<file path="src/rtl/alu_arbiter.sv">
// Round-robin arbiter sharing one combinational ALU between two requesters.
// The ALU result is captured into a one-entry response slot tagged with its owner.
module alu_arbiter #(
    parameter int W    = 64,
    parameter int CNTW = 16
) (
    input  logic            clk,
    input  logic            rst,
    input  logic            req0_valid,
    output logic            req0_ready,
    input  logic [3:0]      req0_opcode,
    input  logic [W-1:0]    req0_a,
    input  logic [W-1:0]    req0_b,
    input  logic            req1_valid,
    output logic            req1_ready,
    input  logic [3:0]      req1_opcode,
    input  logic [W-1:0]    req1_a,
    input  logic [W-1:0]    req1_b,
    output logic [3:0]      alu_opcode,
    output logic [W-1:0]    alu_a,
    output logic [W-1:0]    alu_b,
    input  logic [W-1:0]    alu_result,
    input  logic            alu_cout,
    output logic            rsp0_valid,
    input  logic            rsp0_ready,
    output logic            rsp1_valid,
    input  logic            rsp1_ready,
    output logic [W-1:0]    rsp_result,
    output logic            rsp_cout,
    output logic [CNTW-1:0] cnt0,
    output logic [CNTW-1:0] cnt1
);

    logic            out_valid_reg;
    logic            out_id_reg;
    logic [W-1:0]    rsp_result_reg;
    logic            rsp_cout_reg;
    logic            last_grant_reg;
    logic [CNTW-1:0] cnt_reg [2];

    logic [1:0] valid;
    logic [1:0] rsp_ready;
    logic [1:0] rsp_valid;
    logic [1:0] grant;
    logic       drain;
    logic       can_issue;
    logic       accept;
    logic       winner;

    assign valid     = {req1_valid, req0_valid};
    assign rsp_ready = {rsp1_ready, rsp0_ready};

    assign drain     = out_valid_reg & rsp_ready[out_id_reg];
    assign can_issue = ~out_valid_reg | drain;

    // On a tie the requester that did not win last time is served.
    // Grants are suppressed during reset so no requester sees a lost handshake.
    assign grant[0] = ~rst & can_issue & valid[0] & (~valid[1] | last_grant_reg);
    assign grant[1] = ~rst & can_issue & valid[1] & (~valid[0] | ~last_grant_reg);
    assign accept   = |grant;
    assign winner   = grant[1];

    assign req0_ready = grant[0];
    assign req1_ready = grant[1];

    always_comb begin
        alu_opcode = 4'b0000;
        alu_a      = '0;
        alu_b      = '0;
        if (grant[0]) begin
            alu_opcode = req0_opcode;
            alu_a      = req0_a;
            alu_b      = req0_b;
        end else if (grant[1]) begin
            alu_opcode = req1_opcode;
            alu_a      = req1_a;
            alu_b      = req1_b;
        end
    end

    always_ff @(posedge clk) begin
        if (rst) begin
            out_valid_reg  <= 1'b0;
            out_id_reg     <= 1'b0;
            rsp_result_reg <= '0;
            rsp_cout_reg   <= 1'b0;
            last_grant_reg <= 1'b1;
        end else if (accept) begin
            out_valid_reg  <= 1'b1;
            out_id_reg     <= winner;
            rsp_result_reg <= alu_result;
            rsp_cout_reg   <= alu_cout;
            last_grant_reg <= winner;
        end else if (drain) begin
            out_valid_reg  <= 1'b0;
        end
    end

    for (genvar gi = 0; gi < 2; gi++) begin : g_req
        always_ff @(posedge clk) begin
            if (rst) begin
                cnt_reg[gi] <= '0;
            end else if (grant[gi]) begin
                cnt_reg[gi] <= cnt_reg[gi] + CNTW'(1);
            end
        end
        assign rsp_valid[gi] = out_valid_reg & (out_id_reg == 1'(gi));
    end

    assign rsp0_valid = rsp_valid[0];
    assign rsp1_valid = rsp_valid[1];
    assign rsp_result = rsp_result_reg;
    assign rsp_cout   = rsp_cout_reg;
    assign cnt0       = cnt_reg[0];
    assign cnt1       = cnt_reg[1];

endmodule

</file>
<file path="config.mk">
export PLATFORM = sky130hd
export DESIGN_NAME = alu_arbiter
export DESIGN_NICKNAME = d
export VERILOG_FILES = /design/src/rtl/alu_arbiter.sv
export SDC_FILE = /design/constraint.sdc
export NUM_CORES = 1
export LEC_CHECK = 0
export ABC_CLOCK_PERIOD_IN_PS = 2100
export CORE_AREA = 4 4 217 219
export CTS_CLUSTER_DIAMETER = 30
export DETAILED_ROUTE_END_ITERATION = 8
export DIE_AREA = 0 0 221 223
export HOLD_SLACK_MARGIN = 0.12
export SYNTH_ARGS = -nofsm -noshare
export SYNTH_HDL_FRONTEND = slang
export SYNTH_SLANG_ARGS = --single-unit
export TNS_END_PERCENT = 10
</file>
<file path="constraint.sdc">
create_clock -name clk -period 2.1 [get_ports clk]
set_input_delay 0.42 -clock clk [delete_from_list [all_inputs] [get_ports clk]]
set_output_delay 0.42 -clock clk [all_outputs]
set_load 0.005 [all_outputs]
</file>
* Yosys cells after proc, flatten, opt, wreduce, memory -nomap -nowiden *
Memory sizes are Yosys's and may differ from the RTL's.
Index checks and enable logic that the tools add are counted.
Widths: inputs -> output; s select.

storage, ports and cells
  flip-flop bits (word level) = 68
  bits in writable memories = 32
  output and inout port bits = 233
  memories = 1

cells by class
  add/subtract/negate cells = 2
  order comparisons = 1
  muxes and demuxes = 20
  bitwise gates (word level) = 19
  reduce and logical (&&, ||, !) cells = 2

memories
  name     depth  width  rd ports  clocked after memory_dff  write ports  RTL line  text
  cnt_reg  2      16     2         0                         2            39        logic [CNTW-1:0] cnt_reg [2];

operators by type and width
  cell                   number
  $mux 64                4
  $add 16x1->16 const B  2
  $mux 16                2
  $mux 1                 12
  $and 1x1->1            8
  $mux 4                 2
  $not 1->1              6
  $or 1x1->1             5
  $lt 1x2->1 const B     1
  $reduce_bool 2->1      1
  $reduce_or 2->1        1

* Depth between registers and ports, before layout *
  depth after elaboration = 11
  depth in mapped cells = 7

* Least setup slack after synthesis *
Ideal clock, no wire load.

  kind = input to register
  from = input port req1_valid
  to = memory cnt_reg[1][0] (enable)
  setup time = 0.367 ns
  arrival = 1.497 ns
  required time = 1.733 ns
  slack = 0.236 ns
  cell stages on the path = 5
  buffers on the path = 3
  path through = a21boi_0 > buf_2 > buf_4 > buf_2 > a21o_1

RTL lines
  item                RTL line  text
  start: declaration  14        input logic req1_valid,
  end: declaration    39

* Worst setup path in the final report *
  from = register out_id_reg
  to = output port alu_a[0]

on the way
  cells in the longest elaborated chain, start to end = 9
  elaborated cells on any way between the ends = 11

ends and longest elaborated chain
  item                                           RTL line  text
  start: declaration                             35        logic out_id_reg;
  start signal: assignment                       90        out_id_reg <= winner;
  $mux 1 (not written as such) (*) (2 in a row)  53        assign drain = out_valid_reg & rsp_ready[out_id_reg];
  $and 1x1->1 (*)                                53
  $or 1x1->1 (*)                                 54        assign can_issue = ~out_valid_reg | drain;
  $and 1x1->1 (*)                                58, 59
  $and 1x1->1 (2 in a row)                       59        assign grant[1] = ~rst & can_issue & valid[1] & (~valid[0] | ~last_grant_reg);
  $mux 64                                        74        end else if (grant[1]) begin
  $mux 64 (*)                                    70        if (grant[0]) begin
  end: declaration                               20        output logic [W-1:0] alu_a,

Mark *: on every way between the ends. The rest lies on a longest branch, timed or not. The select of a mux whose other input is x is not followed.

==> impl_results.md <==
* Status: finished, violations left
* Failing checks: setup timing
* RSZ-0062 raised after global routing: yes
* Drt total wl at 40800 um
* Crit path top cell by count: buf_6
* Via/cell ratio at 4.16
* Power Dens Cells at 493 nW/um^2
* Post-synthesis sequential area ratio at between 40% and 50%
* Worst endpoint required time at roughly 1.7 ns
* Worst path max stage delay at 0.36 ns
* First-pass GRT wire length at 55700 um
* CTS tree: yes
* CTS sink count at 100
* Crit Path Max Fanout at 8
* Clk network pwr share at 26.4%
* Xor/xnor cell area share of the yosys netlist at under 10%
* Hpwl dp at 32800 um
* Nets@finish at 1608
* Die Wd at 221 um
* Layout Skew at 0.0159 ns
* Cell breakdown of the critical path: mux2i_4 > a21o_4 > buf_12 > buf_6 > buf_6 > nor2_1 > buf_2
* Max_cap viols at 0
* Buffers on Ports at 567
* Clk buf depth at 2
* Worst Setup End Kind: primary output
* Area occupied by multi-input gates at 3200 um^2
* Synth Area per Inst at 8.75 um^2
* Synth Area in Adders at 0.452%
* Num CTS Buffers at 9
* Largest family of logic cells by synthesized area: compound AO/OA/AOI/OAI gates
* Hold wc startpoint: rsp_result[53]
* Number of core rows at 78
* GRT Total Usage at 15.3%
* Async SR Flop Fraction at 0%
* Tcrit/Tclk final at 112%
* Pre-CTS setup slack at -0.861 ns
* Worst slew margin at 74.4%
* Reg-to-reg slack, setup at 0.21 ns
* Vias in the first global route at between 7000 and 8000
* Mapped Area at roughly 5500 um^2
* Pint at 4.67 mW
* Final Hold Fails at 0
* GRT Residual Overflow at 0
* WS Path Type: reg2out
* Vias after detailed routing at 7850
* Flops & latches, synth at 100
* Clk_lat worst skew at 0.36 ns
* Met3 Use GR at 4.58%
* Crit path launch type: flip-flop
* Initial Util at 12.3%
* Min-Delay Path Class: reg2reg
* Setup ws final at -0.253 ns
* Peak supply drop at ~370 uV
* Remaining DRCs at 0
* Reg2reg path depth at 5
* Sw Share at 28.8%
* Main synth FF type: dfxtp_1
* Met1 Use GR at 18.1%
* Comb pwr share at 39.1%
* Final Wtd Congestion at 0.923
* F_max at 425 MHz
* Mux share of post-synthesis cell area at 0.249%
* CTS root buf: clkbuf_16
* Synth Warn # at 0
* Largest net degree at the start of global routing at 28
* Final Cell Area at 13300 um^2
* Leakage power at 5.32 nW
* Sequential cell area at 2330 um^2
* Die height at 223 um
* M2 GR Usage at roughly 25%
* RR Endpoint: cnt_reg[1][14]
* Filler cell count at ~4800
* Post-Place Cell Area at between 10000 and 15000 um^2
* Clock transition at path regs at about 0.07 ns
* Cts hold-fix bufs at 0
* Switching power at 1.89 mW
* Hold EP: rsp_result[53]
* Hold depth at 1
* Post-synth EDFFs at 32
* Compound-cell area share of the yosys netlist at 29.8%
* Drt pass-1 iters at 4
* Slew @ Worst Pin at 0.381 ns
* Die ar. at 49300 um^2
* Final setup viols at 132
* Core Region at 45100 um^2
* Layout Area Growth over Synthesis at 141%
* Synth cell types at 34
* Syn Inst Count at 632
* Final max-slew violation count at 0
* I/O pins at 568
* Routed len/inst at 21.6 um
* Arrival time at the worst endpoint at 1.93 ns
* Worst path slowest cell: dfxtp_2
* First DRT Iteration DRCs at slightly above 400
* Post-layout min period at roughly 2.4 ns
* Antenna violations before repair at 26
* Final setup TNS at -20.00 ns
* Area share of and/or/nand/nor cells after synthesis at around 17%
* Layout cells sized above 1 at 27.0%
* Mapped Nets at 969
* Flop pwr share at 34.5%
* H-Tree Depth at 3
* Reg2reg start: cnt_reg[1][1]
* Top Usage Layer GRT: met2
* Final ANT Viol Nets at 0
* Largest register FFs at 64
==> area by class of cell <==
cell class | count | area share [%]
Inverter | 8 | 0.226
Tap cell | 600 | 5.64
Timing Repair Buffer | 689 | 50.1
Multi-Input combinational cell | 463 | 24.1
Clock buffer | 10 | 1.72
Antenna cell | 11 | 0.207
Sequential cell | 100 | 17.5
Clock inverter | 6 | 0.526
==> power groups by stage <==
stage / clock network (mW) / logic [mW] / registers (mW)
floorplan: 0 / 0.652 / 2.31
global placement: 0 / 2.32 / 2.30
detailed placement: 0 / 2.32 / 2.31
CTS: 1.78 / 2.54 / 2.27
global route: 1.85 / 2.73 / 2.29
finish: 1.73 / 2.57 / 2.27
==> stage by stage <==
step                      total power, mW  std cells  utilization [%]  hold slack [ns]
after floorplan                      2.96        632                -            0.444
after global placement               4.62       1812             27.5            0.460
after detailed placement             4.63       1812             27.5            0.462
after CTS                            6.58       1870             29.4            0.483
after global routing                 6.87       1886             29.5            0.497
final                                6.56       1887             29.5            0.480
==> routing by layer <==
metal	vias to the layer above	routed length [um]
li1	3644	-
met3	65	3090
met4	0	1780
met5	-	0
met2	421	19800
met1	3720	16200
==> synth_stat cells, types with 4 or more instances <==
cell type,n,area [um^2]
nor3_1,6,30.0
nand3_1,13,65.1
buf_1,5,18.8
dfxtp_1,68,1360
xor2_1,5,43.8
nand2_1,10,37.5
xnor2_1,21,184
buf_8,5,75.1
nor2_1,170,638
nor4_1,5,31.3
buf_2,22,110
edfxtp_1,32,961
a21oi_1,6,30.0
clkbuf_1,27,101
a22o_1,65,569
and3_1,4,25.0
nand4_1,7,43.8
inv_1,8,30.0
a22oi_1,133,998
==> how the worst max path moves through the flow <==
| stage | slack, ns | startpoint | end |
|---|---|---|---|
| 2_1_floorplan | 0.24 | req1_valid | cnt_reg[1][0] |
| 3_3_place_gp | -0.87 | req1_valid | alu_a[56] |
| 3_5_place_dp | -0.86 | req1_valid | alu_a[56] |
| 4_1_cts | -0.31 | out_id_reg | alu_a[22] |
| 5_1_grt | -0.33 | out_id_reg | alu_a[22] |
| 6_report | -0.25 | out_id_reg | alu_a[0] |
==> placed cells by master (no fill, tap or decap), types with 2 or more instances in the layout <==
cell             netlist  layout
clkdlybuf4s15_2        0       4
and3_1                 4       4
inv_1                  8       7
dlygate4sd2_1          0       4
clkbuf_2               0      31
nor2_1               170     155
nor3_1                 6       6
nand3_1               13      13
buf_2                 22      92
a22o_1                65      65
xor2_1                 5       5
ha_1                   2       2
buf_12                 0      22
nand2_1               10       9
buf_6                  2      28
dfxtp_1               68      65
a21o_4                 0       2
inv_6                  0       3
clkbuf_16              0      13
nand4_1                7       7
xnor2_1               21      21
a22oi_2                0      47
clkdlybuf4s15_1        0       3
buf_8                  5      12
edfxtp_1              32      32
diode_2                0      11
a22oi_1              133      86
buf_4                  1      52
nor4_1                 5       5
a21oi_1                6       5
nor2_2                 0      11
nor2_4                 1       5
dfxtp_2                0       2
clkdlybuf4s50_1        0     428
buf_16                 0       7
==> cell families after synthesis <==
family	Yosys count
flops	100
fa+ha+maj	2
buf+inv	70
mux	1
xor+xnor	26
simple gates	222
compound gates	211
==> what timing repair did <==
item                       CTS  global route
setup endpoints to repair  134           135
gates resized for setup    527           115
hold endpoints to repair     0             0
setup buffers               36             6
cloned                       9             4
pin swaps                   40            14
==> critical path: cells and delay by family (launching register included) <==
family	cells	cell delay [ns]
compound gates	1	0.28
buf+inv	4	0.53
flops	1	0.36
mux	1	0.36
simple gates	1	0.05
Note: power is estimated with default switching activity, not from simulation.
